$ cat src/rtl/i2c_target_pkg.sv
// Shared types and constants for the I2C target register file.
package i2c_target_pkg;

  typedef enum logic [3:0] {
    ST_IDLE,
    ST_ADDR,
    ST_ADDR_ACK,
    ST_PTR,
    ST_PTR_ACK,
    ST_WDATA,
    ST_WDATA_ACK,
    ST_RDATA,
    ST_RDATA_ACK
  } state_t;

  localparam logic ACK_BIT    = 1'b0;
  localparam logic NACK_BIT   = 1'b1;
  localparam int   SYNC_DEPTH = 2;

endpackage

$ cat src/rtl/i2c_line_monitor.sv
// Synchronises SCL/SDA into clk and flags SCL edges plus START/STOP conditions,
// registered so every event appears three clocks after the pin change.
module i2c_line_monitor
  import i2c_target_pkg::*;
(
  input  logic clk,
  input  logic rst,
  input  logic scl_i,
  input  logic sda_i,
  output logic scl_rise,
  output logic scl_fall,
  output logic start_det,
  output logic stop_det,
  output logic sda
);

  logic [SYNC_DEPTH:0] scl_pipe;
  logic [SYNC_DEPTH:0] sda_pipe;
  logic scl_s, scl_q, sda_s, sda_q;

  assign scl_s = scl_pipe[SYNC_DEPTH-1];
  assign scl_q = scl_pipe[SYNC_DEPTH];
  assign sda_s = sda_pipe[SYNC_DEPTH-1];
  assign sda_q = sda_pipe[SYNC_DEPTH];

  // Pipes reset to the idle-bus level so leaving reset never fakes an edge.
  always_ff @(posedge clk) begin
    if (rst) begin
      scl_pipe  <= '1;
      sda_pipe  <= '1;
      scl_rise  <= 1'b0;
      scl_fall  <= 1'b0;
      start_det <= 1'b0;
      stop_det  <= 1'b0;
      sda       <= 1'b1;
    end else begin
      scl_pipe  <= {scl_pipe[SYNC_DEPTH-1:0], scl_i};
      sda_pipe  <= {sda_pipe[SYNC_DEPTH-1:0], sda_i};
      scl_rise  <= scl_s & ~scl_q;
      scl_fall  <= ~scl_s & scl_q;
      start_det <= scl_s & scl_q & ~sda_s & sda_q;
      stop_det  <= scl_s & scl_q & sda_s & ~sda_q;
      sda       <= sda_s;
    end
  end

endmodule

$ cat src/rtl/i2c_target_regfile.sv
// I2C target holding NUM_REGS byte registers behind an auto-incrementing
// register pointer, with a local read port and a write-event strobe.
module i2c_target_regfile
  import i2c_target_pkg::*;
#(
  parameter logic [6:0] TARGET_ADDRESS = 7'h50,
  parameter int         NUM_REGS       = 16,
  localparam int        PTR_W          = $clog2(NUM_REGS)
) (
  input  logic             clk,
  input  logic             rst,
  input  logic             scl_i,
  input  logic             sda_i,
  output logic             sda_oe,
  input  logic [PTR_W-1:0] loc_addr,
  output logic [7:0]       loc_rdata,
  output logic             wr_evt,
  output logic [PTR_W-1:0] wr_evt_addr,
  output logic [7:0]       wr_evt_data,
  output logic             busy
);

  logic scl_rise, scl_fall, start_det, stop_det, sda_s;

  i2c_line_monitor u_line_monitor (
    .clk       (clk),
    .rst       (rst),
    .scl_i     (scl_i),
    .sda_i     (sda_i),
    .scl_rise  (scl_rise),
    .scl_fall  (scl_fall),
    .start_det (start_det),
    .stop_det  (stop_det),
    .sda       (sda_s)
  );

  state_t           state, state_d;
  logic [7:0]       shift, shift_d;
  logic [3:0]       cnt, cnt_d;
  logic [PTR_W-1:0] ptr, ptr_d;
  logic             rw, rw_d, mack, mack_d, oe_d, busy_d, wr_en;
  logic [7:0]       regs [NUM_REGS];
  logic [7:0]       cur_reg;

  assign cur_reg = regs[ptr];

  always_ff @(posedge clk) begin
    if (rst) begin
      state       <= ST_IDLE;
      shift       <= '0;
      cnt         <= '0;
      ptr         <= '0;
      rw          <= 1'b0;
      mack        <= NACK_BIT;
      sda_oe      <= 1'b0;
      busy        <= 1'b0;
      wr_evt      <= 1'b0;
      wr_evt_addr <= '0;
      wr_evt_data <= '0;
      loc_rdata   <= '0;
      for (int i = 0; i < NUM_REGS; i++) regs[i] <= '0;
    end else begin
      state     <= state_d;
      shift     <= shift_d;
      cnt       <= cnt_d;
      ptr       <= ptr_d;
      rw        <= rw_d;
      mack      <= mack_d;
      sda_oe    <= oe_d;
      busy      <= busy_d;
      wr_evt    <= wr_en;
      // Local read sees the pre-write value when it collides with an I2C write.
      loc_rdata <= regs[loc_addr];
      if (wr_en) begin
        regs[ptr]   <= shift;
        wr_evt_addr <= ptr;
        wr_evt_data <= shift;
      end
    end
  end

  // Bits are captured on SCL rise; every SDA drive change happens on SCL fall.
  always_comb begin
    state_d = state;
    shift_d = shift;
    cnt_d   = cnt;
    ptr_d   = ptr;
    rw_d    = rw;
    mack_d  = mack;
    oe_d    = sda_oe;
    busy_d  = busy;
    wr_en   = 1'b0;
    if (stop_det) begin
      state_d = ST_IDLE;
      oe_d    = 1'b0;
    end else if (start_det) begin
      state_d = ST_ADDR;
      cnt_d   = '0;
      oe_d    = 1'b0;
    end else if (scl_rise) begin
      case (state)
        ST_ADDR, ST_PTR, ST_WDATA: begin
          shift_d = {shift[6:0], sda_s};
          cnt_d   = cnt + 4'd1;
        end
        ST_RDATA:     cnt_d  = cnt + 4'd1;
        ST_RDATA_ACK: mack_d = sda_s;
        default: ;
      endcase
    end else if (scl_fall) begin
      case (state)
        ST_ADDR: if (cnt == 4'd8) begin
          if (shift[7:1] == TARGET_ADDRESS) begin
            state_d = ST_ADDR_ACK;
            rw_d    = shift[0];
            oe_d    = ~ACK_BIT;
            busy_d  = 1'b1;
          end else begin
            state_d = ST_IDLE;
            oe_d    = 1'b0;
          end
        end
        ST_ADDR_ACK: begin
          cnt_d = '0;
          if (rw) begin
            state_d = ST_RDATA;
            shift_d = cur_reg;
            ptr_d   = ptr + PTR_W'(1);
            oe_d    = ~cur_reg[7];
          end else begin
            state_d = ST_PTR;
            oe_d    = 1'b0;
          end
        end
        ST_PTR: if (cnt == 4'd8) begin
          state_d = ST_PTR_ACK;
          ptr_d   = shift[PTR_W-1:0];
          oe_d    = ~ACK_BIT;
        end
        ST_PTR_ACK, ST_WDATA_ACK: begin
          state_d = ST_WDATA;
          cnt_d   = '0;
          oe_d    = 1'b0;
        end
        ST_WDATA: if (cnt == 4'd8) begin
          state_d = ST_WDATA_ACK;
          wr_en   = 1'b1;
          ptr_d   = ptr + PTR_W'(1);
          oe_d    = ~ACK_BIT;
        end
        ST_RDATA: begin
          if (cnt == 4'd8) begin
            state_d = ST_RDATA_ACK;
            oe_d    = 1'b0;
          end else begin
            shift_d = {shift[6:0], 1'b0};
            oe_d    = ~shift[6];
          end
        end
        ST_RDATA_ACK: begin
          if (mack == NACK_BIT) begin
            state_d = ST_IDLE;
            oe_d    = 1'b0;
          end else begin
            state_d = ST_RDATA;
            cnt_d   = '0;
            shift_d = cur_reg;
            ptr_d   = ptr + PTR_W'(1);
            oe_d    = ~cur_reg[7];
          end
        end
        default: ;
      endcase
    end
    if (state_d == ST_IDLE) busy_d = 1'b0;
  end

endmodule

$ cat config.mk
export PLATFORM = sky130hd
export DESIGN_NAME = i2c_target_regfile
export DESIGN_NICKNAME = d
export VERILOG_FILES = /design/src/rtl/i2c_target_pkg.sv /design/src/rtl/i2c_line_monitor.sv /design/src/rtl/i2c_target_regfile.sv
export SDC_FILE = /design/constraint.sdc
export NUM_CORES = 1
export LEC_CHECK = 0
export BUFFER_PORTS_ARGS = -buffer_cell sky130_fd_sc_hd__buf_2
export CORE_UTILIZATION = 45
export DETAILED_ROUTE_END_ITERATION = 8
export PLACE_DENSITY = 0.7
export SETUP_SLACK_MARGIN = 0.15
export SLEW_MARGIN = 10
export SYNTH_ARGS = -nofsm -noshare
export SYNTH_HDL_FRONTEND = slang
export SYNTH_SLANG_ARGS = --single-unit
$ cat constraint.sdc
create_clock -name clk -period 6.2 [get_ports clk]
set_clock_uncertainty 0.15 [all_clocks]
set_input_delay 0.62 -clock clk [delete_from_list [all_inputs] [get_ports clk]]
set_output_delay 0.62 -clock clk [all_outputs]
set_load 0.05 [all_outputs]
* Yosys cells after proc, flatten, opt, wreduce, memory -nomap -nowiden
Memory sizes are Yosys's and may differ from the RTL's. A register that Yosys moved wholly into a read port is not among the register bits.
Cells that the tools add are included.
** Operators by class
- $add $sub $neg :: 2
- Equal/unequal tests :: 22
- Muxes and demuxes :: 53
- Bitwise operators :: 16
- Reductions and logical operators :: 21
** Operators by type and width (count)
- 4-bit 2-to-1 mux :: 20
- 8-bit 2-to-1 mux :: 7
- 4-bit one-hot mux with 7 select lines :: 1
- 8-bit one-hot mux with 3 select lines :: 1
- 1-bit 2-to-1 mux :: 18
- 4-bit by 3-bit equality test with 1-bit output, second input constant :: 4
- 4-bit one-hot mux with 4 select lines :: 1
- 2-bit != test, second input constant :: 6
- 4-bit nonzero test :: 3
- 5-bit AND reduction :: 2
- 3-bit by 2-bit != test with 1-bit output, second input constant :: 3
- 1-bit inverter :: 9
- 9-bit AND reduction :: 1
- 3-bit OR reduction :: 3
- 4-bit by 1-bit adder with 4-bit output, second input constant :: 2
- 4-bit by 2-bit equality test with 1-bit output, second input constant :: 2
- 4-bit equality test, second input constant :: 2
- 4-bit one-hot mux with 2 select lines :: 1
- 8-bit AND reduction :: 1
- 8-bit OR reduction :: 1
- 1-bit AND :: 7
- 7-bit equality test, second input constant :: 1
- 7-bit AND reduction :: 1
- 3-bit 2-to-1 mux :: 2
- other kinds (13) :: 15
** Storage, ports and cells
- Flip-flop bits (word level) :: 48
- RAM bits :: 128
- Output and inout bits :: 23
- Memories :: 1
** Memories
- regs :: words 16, width 8, rd ports 2, clocked after memory_dff 2, wr ports 16, line i2c_target_regfile.sv:42 : logic [7:0] regs [NUM_REGS];

* Longest topological paths before layout
- Word-level depth :: 12
- Depth in mapped cells :: 9

* Hierarchy
From an unflattened synthesis, not the netlist that was laid out.
** Unflattened totals
- Cell total of the unflattened synthesis :: 738
- Area, all modules :: 9539.1 µm²
** Modules (own cells, without submodules)
- i2c_target_regfile :: instances 1, cells an instance 716, area an instance 9238.9 µm², sequential area each 4824.6 µm²
- i2c_line_monitor :: instances 1, cells an instance 22, area an instance 300.3 µm², sequential area each 200.2 µm²

* Worst setup path after synthesis
Ideal clock, no wire load.
- Kind :: input-to-reg
- From :: in loc_addr[0]
- To :: reg loc_rdata[0] (read register of regs)
- Arrival :: 2.237 ns
- Data required time :: 5.922 ns
- Path slack :: 3.685 ns
- Stages on the path :: 5
- Buffers on the path :: 2
- Cells stage by stage :: clkbuf_1 > buf_2 > mux4_2 > mux4_2 > nor2b_1
** RTL lines
- start: declaration :: line i2c_target_regfile.sv:15 : input logic [PTR_W-1:0] loc_addr,
- end: declaration :: line i2c_target_regfile.sv:16 : output logic [7:0] loc_rdata,

==> flow_summary.yaml <==
route:
  drt_wl_total_mm: 23.9
  post_drt_wl_per_cell_um: 23.7
  viasPerCell: 6.19
  via_count: 6244
  first_pass_iters: 7
  drc: 0
  drt.antenna.violating_nets: 0
  drtIter0Drc: 663
place:
  dp_hpwl_mm: 16.2
  preCtsSetupSlack_ns: 2.90
  place_congestion: 0.883
  io_buffers: 30
finish:
  multi_input_area_um2: 4230
  finish.utilization_pct: 50.5
  fillCellCount: 1780
  final_layout_size_suffix_gt1_share_pct: 22.5
  n_antenna_cell: 0
  seq_area_um2: 5030
  fin_nets: 740
  area_growth_syn_to_layout_pct: 8.79
synthesis:
  synth_cells: 726
  synth_enable_flop_cells: 128
  syn_area_per_cell_um2: 13.1
  synth_cell_types: 60
  synth.net_count: 740
  ys_ff_latch: 187
  yosys_warnings: 0
  ys.flop_type: "edfxtp_1"
  synthesis.area_um2: 9510
  async_flop_share_pct: 0
  synth_seq_area_share_pct: 52.8
clock_tree:
  cts_resized: 0
  postCtsSetupBuffers: 0
  cts_hold_buf: 0
  cts_tree: "yes"
  cts_root_buf: "clkbuf_16"
  clkLatencyLatePin_ns: 0.44
  clock-sinks: 187
  htreeDepth: 4
  cts_buffers: 17
  clk_path_buf_depth: 2
  clk_pin_slew_worst_paths_ns: 0.07
grt:
  overflow: 0
  grt_pass1_wl_mm: 36.6
  grt_usage_pct: 23.2
  antenna_found_initial: 1
  grt_start_max_net_pins: 78
  first_global_vias: 6012
status:
  outcome: "finished, final reports clean"
timing:
  relSlewSlack_pct: 22.4
  slew_viol_final: 0
  tns_ns: 0
  timing.fmax_ghz: 0.295
  max_slew.worst_pin.slew_ns: 1.16
  post-route-period-util_pct: 54.7
  timing.hold.ws_ns: 0.210
  finalWorstSetupSlack_ns: 2.81
  rsz0062_at_grt: "no"
  setup_viol: 0
  hold_violations: 0
  period_needed_ns: 3.39
floorplan:
  pin_count: 31
  num_rows: 52
  die_h_um: 147
  dieArea_um2: 21700
  start_util_pct: 46.4
  dieWidth_um: 147
  core_um2: 20500
pwr:
  ir_worst_vdd_mv: 0.143
  power_density_nw_per_um2: 255
  power_leakage_nw: 3.57
run:
  cap_violations: 0
min_path:
  worstHoldPathCells: 2
  hold_end: "u_line_monitor.scl_pipe[0]"
  hp-class: "in2reg"
  worstHoldStart: "scl_i"
critical_path:
  startpoint: "state[0]"
  crit_required_ns: 6.18
  arrival_ns: 3.37
  worst-r2r-cell-count: 5
  regToRegSetupSlack_ns: 2.81
  reg2reg_to: "regs[0][6]"
  critPathCaptureType: "flop"
  cp_max_fo: 22
  critPathLaunchType: "flop"
  critical_path_class: "reg2reg"
  r2r_start: "state[0]"
==> critical path, stage by stage, from the launching register on <==
cell,delay (ns)
dfxtp_1,0.73
and3b_1,0.33
nand4_1,0.52
or3_1,0.64
nor2_1,0.40
or2_2,0.31
==> metal layers <==
layer  up-vias  wire length (um)  part of all wire [%]  GRT usage (%)
met5         -                12                 0.050              0
met4         2               810                   3.4           10.5
met3        58              1950                   8.1           4.44
met2       328             11000                    46           34.7
met1      3125             10200                    43           32.9
li1       2731                 -                     -              -
==> cells in the mapped netlist (3+ instances only) <==
| cell | number | area, um^2 |
|---|---|---|
| nand3_1 | 9 | 45.0 |
| nor2b_1 | 12 | 75.1 |
| nor3b_1 | 6 | 45.0 |
| a221oi_1 | 3 | 26.3 |
| ha_1 | 6 | 75.1 |
| nand2b_1 | 14 | 87.6 |
| mux4_2 | 77 | 1730 |
| nor3_1 | 6 | 30.0 |
| edfxtp_1 | 128 | 3840 |
| nor2_1 | 30 | 113 |
| nand3b_1 | 6 | 45.0 |
| a21boi_0 | 3 | 22.5 |
| dfxtp_1 | 59 | 1180 |
| and2_1 | 131 | 820 |
| o21ai_0 | 9 | 45.0 |
| a21oi_1 | 32 | 160 |
| clkbuf_1 | 41 | 154 |
| nor4b_1 | 3 | 26.3 |
| inv_1 | 9 | 33.8 |
| nand2_1 | 33 | 124 |
| nand4_1 | 5 | 31.3 |
| buf_2 | 9 | 45.0 |
| mux2i_1 | 11 | 110 |
| a211oi_1 | 13 | 97.6 |
| or2_2 | 22 | 138 |
| or3_1 | 4 | 25.0 |
==> area by class of cell <==
cell class              instances  share of cell area (%)
flip-flops and latches        187                    48.6
multi-input cells             476                    40.9
clock buffers                  18                    4.15
well taps                     270                    3.27
repair buffers                 34                    1.74
clock inverters                13                    1.02
inverters                      10                   0.363
==> worst max path at each step <==
stage                               to  slack [ns]
after CTS                   regs[0][6]        2.88
after global placement      regs[2][1]        3.13
final                       regs[0][6]        2.81
after global routing        regs[0][6]        2.62
after detailed placement    regs[0][6]        2.90
after floorplan           loc_rdata[0]        3.69
==> stage by stage <==
step	total power, mW	instance area (um^2)	instances
2_1_floorplan	1.59	9510	726
3_3_place_gp	1.65	9810	977
3_5_place_dp	1.65	9810	977
4_1_cts	2.64	10300	1008
5_1_grt	2.70	10300	1008
6_report	2.64	10300	1008
==> logic make-up (layout without fill, tap and decap cells) <==
logic type,after synthesis,count (layout),synth area share (%)
fa+ha+maj,6,6,0.789
simple gates,294,294,18.1
mux,89,89,19.5
compound gates,86,86,5.95
xor+xnor,1,1,0.0921
flops,187,187,52.8
buf+inv,63,75,2.68
==> sequential cells by signal (all words and copies together), names as in the netlist, 4 cells and up, named ones only <==
signal and cells:
wr_evt_addr 4, shift 8, regs 128, state 4, wr_evt_data 8, cnt 4
ptr 4, loc_rdata 8
==> layout by cell type (no fill, tap or decap), types with 11 or more instances in the layout <==
cell type  count
nor2_1        30
a211oi_1      13
buf_2         30
nor2b_1       12
dfxtp_1       58
or2_2         22
clkbuf_16     17
a21oi_1       32
edfxtp_1     128
and2_1       131
mux2i_1       11
nand2b_1      14
mux4_2        77
nand2_1       33
==> report_power, final <==
part | leakage, nW | switching (mW) | internal, mW | total (mW)
Sequential | 1.80 | 0.0270 | 1.37 | 1.39
Clock | 0.250 | 0.464 | 0.545 | 1.01
Combinational | 1.52 | 0.124 | 0.110 | 0.234
Note: power is estimated with default switching activity, not from simulation.
